**src/rtl/exec_sequencer_if.sv**
```systemverilog
// Signal bundle between the execute pipeline and its stall/flush sequencer.
// The master side is the pipeline; the slave side is exec_sequencer.
interface exec_sequencer_if;
    logic [5:0]  D_rs1Id_i;
    logic [5:0]  D_rs2Id_i;
    logic [5:0]  D_rs3Id_i;
    logic        D_rs1Used_i;
    logic        D_rs2Used_i;
    logic        D_rs3Used_i;
    logic        DE_isLoad_i;
    logic        DE_wbEnable_i;
    logic [5:0]  DE_rdId_i;
    logic        aluBusy_i;
    logic        E_correctPC_i;
    logic        halt_i;

    logic        F_stall_o;
    logic        D_stall_o;
    logic        E_stall_o;
    logic        D_flush_o;
    logic        E_flush_o;
    logic        M_flush_o;
    logic        dataHazard_o;
    logic [1:0]  state_o;
    logic        halted_o;
    logic        timeout_o;
    logic [31:0] stallCycles_o;
    logic [31:0] multiOps_o;

    modport master (
        output D_rs1Id_i, D_rs2Id_i, D_rs3Id_i,
        output D_rs1Used_i, D_rs2Used_i, D_rs3Used_i,
        output DE_isLoad_i, DE_wbEnable_i, DE_rdId_i,
        output aluBusy_i, E_correctPC_i, halt_i,
        input  F_stall_o, D_stall_o, E_stall_o,
        input  D_flush_o, E_flush_o, M_flush_o,
        input  dataHazard_o, state_o, halted_o, timeout_o,
        input  stallCycles_o, multiOps_o
    );

    modport slave (
        input  D_rs1Id_i, D_rs2Id_i, D_rs3Id_i,
        input  D_rs1Used_i, D_rs2Used_i, D_rs3Used_i,
        input  DE_isLoad_i, DE_wbEnable_i, DE_rdId_i,
        input  aluBusy_i, E_correctPC_i, halt_i,
        output F_stall_o, D_stall_o, E_stall_o,
        output D_flush_o, E_flush_o, M_flush_o,
        output dataHazard_o, state_o, halted_o, timeout_o,
        output stallCycles_o, multiOps_o
    );
endinterface

```
**src/rtl/exec_sequencer.sv**
```systemverilog
// Execute-stage sequencer: turns load-use hazards, multi-cycle busy, branch
// correction and halt into per-stage stall/flush controls, with a watchdog.
module exec_sequencer #(
    parameter int unsigned TIMEOUT_CYCLES = 64
) (
    input  logic             clk_i,
    input  logic             reset_i,
    exec_sequencer_if.slave  bus
);

    typedef enum logic [1:0] {
        ST_RUN   = 2'd0,
        ST_MULTI = 2'd1,
        ST_HALT  = 2'd2
    } state_e;

    localparam logic [15:0] TIMEOUT_W = 16'(TIMEOUT_CYCLES);

    state_e      state_q, state_d;
    logic [15:0] wd_q, wd_d;
    logic        halted_q;
    logic        timeout_q;
    logic [31:0] stall_cnt_q;
    logic [31:0] multi_cnt_q;

    logic        hazard;
    logic        run_rules;
    logic        timeout_set;
    logic        multi_done;
    logic        f_stall, d_stall, e_stall;
    logic        d_flush, e_flush, m_flush;

    always_comb begin
        hazard = bus.DE_isLoad_i && bus.DE_wbEnable_i && (bus.DE_rdId_i != 6'd0) &&
                 ((bus.D_rs1Used_i && (bus.D_rs1Id_i == bus.DE_rdId_i)) ||
                  (bus.D_rs2Used_i && (bus.D_rs2Id_i == bus.DE_rdId_i)) ||
                  (bus.D_rs3Used_i && (bus.D_rs3Id_i == bus.DE_rdId_i)));
    end

    always_comb begin
        // NOTE: every output of this block gets a default first so no path
        // leaves a variable unassigned, which would infer a latch.
        state_d     = state_q;
        wd_d        = wd_q;
        run_rules   = 1'b0;
        timeout_set = 1'b0;
        multi_done  = 1'b0;
        f_stall     = 1'b0;
        d_stall     = 1'b0;
        e_stall     = 1'b0;
        d_flush     = 1'b0;
        e_flush     = 1'b0;
        m_flush     = 1'b0;

        if (reset_i) begin
            d_flush = 1'b1;
            e_flush = 1'b1;
            m_flush = 1'b1;
        end else begin
            unique case (state_q)
                ST_RUN: begin
                    if (bus.halt_i && !bus.aluBusy_i) begin
                        {f_stall, d_stall, e_stall, m_flush} = 4'b1111;
                        state_d = ST_HALT;
                    end else if (bus.aluBusy_i) begin
                        {f_stall, d_stall, e_stall, m_flush} = 4'b1111;
                        wd_d    = 16'd1;
                        state_d = ST_MULTI;
                    end else begin
                        run_rules = 1'b1;
                    end
                end
                ST_MULTI: begin
                    if (bus.aluBusy_i) begin
                        {f_stall, d_stall, e_stall, m_flush} = 4'b1111;
                        if (wd_q == TIMEOUT_W) begin
                            timeout_set = 1'b1;
                            state_d     = ST_HALT;
                        end else begin
                            wd_d = wd_q + 16'd1;
                        end
                    end else begin
                        // Result advances into EM now; halt_i waits for RUN.
                        multi_done = 1'b1;
                        run_rules  = 1'b1;
                        wd_d       = 16'd0;
                        state_d    = ST_RUN;
                    end
                end
                ST_HALT: begin
                    {f_stall, d_stall, e_stall, m_flush} = 4'b1111;
                end
                default: begin
                    state_d = ST_RUN;
                end
            endcase

            // A correction squashes decode, so its hazard cannot stall.
            if (run_rules) begin
                if (bus.E_correctPC_i) begin
                    d_flush = 1'b1;
                    e_flush = 1'b1;
                end else if (hazard) begin
                    f_stall = 1'b1;
                    d_stall = 1'b1;
                    e_flush = 1'b1;
                end
            end
        end
    end

    always_ff @(posedge clk_i) begin
        // NOTE: state registers use non-blocking assignments so every flop
        // samples pre-edge values regardless of statement order.
        if (reset_i) begin
            state_q <= ST_RUN;
            wd_q    <= 16'd0;
        end else begin
            state_q <= state_d;
            wd_q    <= wd_d;
        end
    end

    always_ff @(posedge clk_i) begin
        if (reset_i) begin
            halted_q    <= 1'b0;
            timeout_q   <= 1'b0;
            stall_cnt_q <= 32'd0;
            multi_cnt_q <= 32'd0;
        end else begin
            if (state_d == ST_HALT) halted_q    <= 1'b1;
            if (timeout_set)        timeout_q   <= 1'b1;
            if (e_stall)            stall_cnt_q <= stall_cnt_q + 32'd1;
            if (multi_done)         multi_cnt_q <= multi_cnt_q + 32'd1;
        end
    end

    assign bus.F_stall_o     = f_stall;
    assign bus.D_stall_o     = d_stall;
    assign bus.E_stall_o     = e_stall;
    assign bus.D_flush_o     = d_flush;
    assign bus.E_flush_o     = e_flush;
    assign bus.M_flush_o     = m_flush;
    assign bus.dataHazard_o  = hazard;
    assign bus.state_o       = state_q;
    assign bus.halted_o      = halted_q;
    assign bus.timeout_o     = timeout_q;
    assign bus.stallCycles_o = stall_cnt_q;
    assign bus.multiOps_o    = multi_cnt_q;

endmodule

```
**src/flat_wrapper.sv**
```systemverilog
// flat-port wrapper written by rule: the top's interface ports become plain ports
module exec_sequencer_flat 
#(
    parameter int unsigned TIMEOUT_CYCLES = 64
)
  (clk_i, reset_i, bus_D_rs1Id_i, bus_D_rs2Id_i, bus_D_rs3Id_i, bus_D_rs1Used_i, bus_D_rs2Used_i, bus_D_rs3Used_i, bus_DE_isLoad_i, bus_DE_wbEnable_i, bus_DE_rdId_i, bus_aluBusy_i, bus_E_correctPC_i, bus_halt_i, bus_F_stall_o, bus_D_stall_o, bus_E_stall_o, bus_D_flush_o, bus_E_flush_o, bus_M_flush_o, bus_dataHazard_o, bus_state_o, bus_halted_o, bus_timeout_o, bus_stallCycles_o, bus_multiOps_o);
  exec_sequencer_if bus_i ();
  input  logic clk_i;
  input  logic reset_i;
  input wire logic [$bits(bus_i.D_rs1Id_i)-1:0] bus_D_rs1Id_i;
  input wire logic [$bits(bus_i.D_rs2Id_i)-1:0] bus_D_rs2Id_i;
  input wire logic [$bits(bus_i.D_rs3Id_i)-1:0] bus_D_rs3Id_i;
  input wire logic [$bits(bus_i.D_rs1Used_i)-1:0] bus_D_rs1Used_i;
  input wire logic [$bits(bus_i.D_rs2Used_i)-1:0] bus_D_rs2Used_i;
  input wire logic [$bits(bus_i.D_rs3Used_i)-1:0] bus_D_rs3Used_i;
  input wire logic [$bits(bus_i.DE_isLoad_i)-1:0] bus_DE_isLoad_i;
  input wire logic [$bits(bus_i.DE_wbEnable_i)-1:0] bus_DE_wbEnable_i;
  input wire logic [$bits(bus_i.DE_rdId_i)-1:0] bus_DE_rdId_i;
  input wire logic [$bits(bus_i.aluBusy_i)-1:0] bus_aluBusy_i;
  input wire logic [$bits(bus_i.E_correctPC_i)-1:0] bus_E_correctPC_i;
  input wire logic [$bits(bus_i.halt_i)-1:0] bus_halt_i;
  output wire logic [$bits(bus_i.F_stall_o)-1:0] bus_F_stall_o;
  output wire logic [$bits(bus_i.D_stall_o)-1:0] bus_D_stall_o;
  output wire logic [$bits(bus_i.E_stall_o)-1:0] bus_E_stall_o;
  output wire logic [$bits(bus_i.D_flush_o)-1:0] bus_D_flush_o;
  output wire logic [$bits(bus_i.E_flush_o)-1:0] bus_E_flush_o;
  output wire logic [$bits(bus_i.M_flush_o)-1:0] bus_M_flush_o;
  output wire logic [$bits(bus_i.dataHazard_o)-1:0] bus_dataHazard_o;
  output wire logic [$bits(bus_i.state_o)-1:0] bus_state_o;
  output wire logic [$bits(bus_i.halted_o)-1:0] bus_halted_o;
  output wire logic [$bits(bus_i.timeout_o)-1:0] bus_timeout_o;
  output wire logic [$bits(bus_i.stallCycles_o)-1:0] bus_stallCycles_o;
  output wire logic [$bits(bus_i.multiOps_o)-1:0] bus_multiOps_o;
  assign bus_i.D_rs1Id_i = bus_D_rs1Id_i;
  assign bus_i.D_rs2Id_i = bus_D_rs2Id_i;
  assign bus_i.D_rs3Id_i = bus_D_rs3Id_i;
  assign bus_i.D_rs1Used_i = bus_D_rs1Used_i;
  assign bus_i.D_rs2Used_i = bus_D_rs2Used_i;
  assign bus_i.D_rs3Used_i = bus_D_rs3Used_i;
  assign bus_i.DE_isLoad_i = bus_DE_isLoad_i;
  assign bus_i.DE_wbEnable_i = bus_DE_wbEnable_i;
  assign bus_i.DE_rdId_i = bus_DE_rdId_i;
  assign bus_i.aluBusy_i = bus_aluBusy_i;
  assign bus_i.E_correctPC_i = bus_E_correctPC_i;
  assign bus_i.halt_i = bus_halt_i;
  assign bus_F_stall_o = bus_i.F_stall_o;
  assign bus_D_stall_o = bus_i.D_stall_o;
  assign bus_E_stall_o = bus_i.E_stall_o;
  assign bus_D_flush_o = bus_i.D_flush_o;
  assign bus_E_flush_o = bus_i.E_flush_o;
  assign bus_M_flush_o = bus_i.M_flush_o;
  assign bus_dataHazard_o = bus_i.dataHazard_o;
  assign bus_state_o = bus_i.state_o;
  assign bus_halted_o = bus_i.halted_o;
  assign bus_timeout_o = bus_i.timeout_o;
  assign bus_stallCycles_o = bus_i.stallCycles_o;
  assign bus_multiOps_o = bus_i.multiOps_o;
  exec_sequencer #(.TIMEOUT_CYCLES(TIMEOUT_CYCLES)) u_core (.clk_i(clk_i), .reset_i(reset_i), .bus(bus_i));
endmodule
```
**config.mk**
```make
export PLATFORM = sky130hd
export DESIGN_NAME = exec_sequencer_flat
export DESIGN_NICKNAME = d
export VERILOG_FILES = /design/src/rtl/exec_sequencer_if.sv /design/src/rtl/exec_sequencer.sv /design/src/flat_wrapper.sv
export SDC_FILE = /design/constraint.sdc
export NUM_CORES = 1
export LEC_CHECK = 0
export ABC_CLOCK_PERIOD_IN_PS = 2000
export BUFFER_PORTS_ARGS = -buffer_cell sky130_fd_sc_hd__buf_2
export CELL_PAD_IN_SITES_DETAIL_PLACEMENT = 0
export CELL_PAD_IN_SITES_GLOBAL_PLACEMENT = 2
export CORE_MARGIN = 3
export CORE_UTILIZATION = 31
export DETAILED_ROUTE_END_ITERATION = 10
export PLACE_DENSITY = 0.77
export SYNTH_ARGS = -nofsm -noshare
export SYNTH_HDL_FRONTEND = slang
export SYNTH_SLANG_ARGS = --single-unit
```
**constraint.sdc**
```tcl
create_clock -name clk_i -period 2 [get_ports clk_i]
set_input_delay 0 -clock clk_i [delete_from_list [all_inputs] [get_ports clk_i]]
set_output_delay 0 -clock clk_i [all_outputs]
set_load 0.1 [all_outputs]
```
==> summary.md <==
| Metric | Value |
|---|---|
| Hold_sp | bus_aluBusy_i |
| EDFF count, synth | 0 |
| Hold WC Path Type | input port to flop |
| Clock slew at reported path FFs | 0.06 ns |
| Gp weighted congestion | 0.797 |
| Gr usage total | 0.154 |
| Maximum vdd drop | 0.000350 V |
| Commonest non-fill, non-tap cell in the layout | buf_2 |
| Area Growth Syn to Fin | 32.2% |
| Switching Share | 0.257 |
| Drt total wl | 11600 microns |
| Worst r2r src | u_core.bus.multiOps_o[0] |
| LEAKAGE | 0.00227 uW |
| Asr flop ratio synth | 0 |
| Ys flop type | dfxtp_1 |
| Input/output buffers | 108 |
| Cell mode on critical path | nand2_1 |
| Placed cell count | 786 |
| FF+latch count, synth | 84 |
| Pin count of the biggest net entering global routing | 49 |
| RSZ-0062 raised after global routing | false |
| Deepest clock path buffer count | 2 |
| Worst skew pair latency | 0.34 ns |
| Clock power frac | 0.435 |
| Combinational power share | 0.121 |
| Vias post-DR | 3909 |
| Critical path fanouts, max | 13 |
| Worst Max-Slew Pin Slew | 0.729 ns |
| Drt via density | 4.87 |
| Fin crit share | 0.934 |
| Worst Path Arrival | 1.87 ns |
| Highest-delay cell along the critical path | dfxtp_4 |
| Hold Buf Count CTS | 0 |
| Die Width | 123 microns |
| Vias in the first global route | 3650 |
| Net Count, Synth | 540 |
| Worst Clk Skew | 0.00925 ns |
| Post-CTS Resized | 1 |
| Max cap viols | 0 |
| P_int | 2830 uW |
| Initial antenna violation count | 1 |
| Setup-failing EPs final | 0 |
| Clock sink count | 84 |
| Crit path from | u_core.bus.state_o[1] |
| H-tree Lvls | 3 |
| Setup bufs post-CTS | 0 |
| Cell variety after synth | 50 |
| Post-synthesis average cell area | 8.51 sq um |
| Sw power | 980 uW |
| Drt drc | 0 |
| DP Wirelength | 8860 microns |
| Yosys warning total | 0 |
| Part of the power in registers | 0.444 |
| Max Slew Vio Count | 0 |
| Core Box Area | 13300 sq um |
| Fraction of layout cells with a size suffix above 1 | 0.343 |
| DIE AREA | 15200 sq um |
| Register area share after synthesis | 0.394 |
| Most frequent cells in the layout | buf_2, nor2_1, xnor2_1 |
| Drt pass-1 iters | 5 |
| Global-route wire length before repair | 18500 microns |
| Ports | 109 |
| Outcome | finished clean |
| Fin crit period | 1.87 ns |
| Wire length per cell | 14.5 microns |
| Mapped cell area | 4270 sq um |
| # fillers | 1361 |
| Initial core utilization | 0.320 |
| Clock root buffer master | clkbuf_16 |
| FMAX | 0.535 GHz |
| FF/Latch Area | 1810 sq um |
| CTS Buf Count | 9 |
| Row Count | 42 |
| Die H | 123 microns |
| Ant diodes | 0 |
| Area of the multi-input gates | 2470 sq um |
| Crit path largest cell delay | 0.45 ns |
| Number of DRC markers in iteration 0 | 197 |
| Fin Setup TNS | 0 ns |
| Critical path class | flop to output port |
| Antenna Nets Post-Route | 0 |
| Total grt overflow | 0 |
| Critical path required time | 2.00 ns |
| Final hold violations | 0 |
| Finished Layout Cells | 802 |
| Worst setup SP type | flop |
| Reg-to-reg setup timing slack | 0.18 ns |
| Nets | 659 |
| Rel. slew slack | 0.510 |
| Post-Syn Instances | 502 |
| Power per cell area | 675 nW/um^2 |
| Crit-path cells | nand2b_1, buf_4, nand2_1, nand2_1, o41ai_4, buf_12 |
| CTS tree | built |
| CP endpoint kind | output port |
## final cells by class
class | count | area share
clock buffers | 16 | 0.0536
inverters | 18 | 0.0120
multi-input cells | 380 | 0.437
flip-flops and latches | 84 | 0.320
well taps | 176 | 0.0390
repair buffers | 128 | 0.138
## per-layer routing
layer | GRT usage | share of wire | vias to the layer above
li1 | - | - | 1993
met5 | 0 | 0.0011 | -
met2 | 0.255 | 0.47 | 84
met4 | 0.0581 | 0.014 | 2
met3 | 0.0393 | 0.063 | 11
met1 | 0.193 | 0.45 | 1819
## critical path: cells and delay by family (launching register included)
family          cells  cell delay, ns
simple gates        3            0.54
buf+inv             2            0.39
compound gates      1            0.15
flops               1            0.45
## metrics by stage
stage                     instance area [sq um]  utilization  hold slack (ns)  total power, uW  worst slack, ns
after floorplan                            4450            -            0.206             2050           -0.351
after global placement                     5340        0.400            0.374             2190            0.220
after detailed placement                   5340        0.400            0.375             2200            0.171
after CTS                                  5650        0.423           0.0480             3900           0.0913
after global routing                       5650        0.423           0.0787             3980          0.00191
final                                      5650        0.423           0.0632             3810            0.132
## synth_stat cells (all sizes together) (2+ instances only)
master,count,area share
a2111oi,2,0.010
a211oi,2,0.0035
a21oi,11,0.013
a31oi,2,0.0029
and2,5,0.0073
and3,11,0.016
and4,9,0.018
buf,11,0.016
clkbuf,9,0.0079
dfxtp,84,0.39
ha,4,0.012
inv,18,0.016
mux2i,4,0.0094
nand2,29,0.025
nand3,27,0.032
nand4,25,0.040
nor2,79,0.069
nor2b,4,0.0059
nor3,16,0.019
nor3b,4,0.0097
nor4,22,0.032
nor4b,3,0.0062
o21ai,13,0.015
o21bai,5,0.011
or3,4,0.0059
or4,2,0.0035
xnor2,46,0.094
xor2,37,0.076
## state kept, by name (all words and copies together), names as in the netlist
name,flops
u_core.bus.halted_o,1
u_core.bus.multiOps_o,32
u_core.bus.stallCycles_o,32
u_core.bus.state_o,2
u_core.bus.timeout_o,1
u_core.wd_q,16
## cells by family after synthesis
logic type      synth area share
mux                       0.0120
fa+ha+maj                 0.0117
buf+inv                   0.0395
flops                      0.394
compound gates            0.0753
xor+xnor                   0.170
simple gates               0.298
## power groups by stage
stage | clock network, uW | logic, uW | registers, uW
floorplan | 0 | 235 | 1820
global placement | 0 | 461 | 1730
detailed placement | 0 | 463 | 1730
CTS | 1730 | 467 | 1700
global route | 1790 | 491 | 1700
finish | 1660 | 461 | 1690
## path summary, 6_finish.rpt
path	end	cells past startpoint
min	u_core.wd_q[0]	3
max reg2reg	u_core.bus.multiOps_o[20]	7
max	bus_F_stall_o	6
min reg2reg	u_core.bus.multiOps_o[31]	1
No activity file was read; power rests on OpenSTA's default activity.
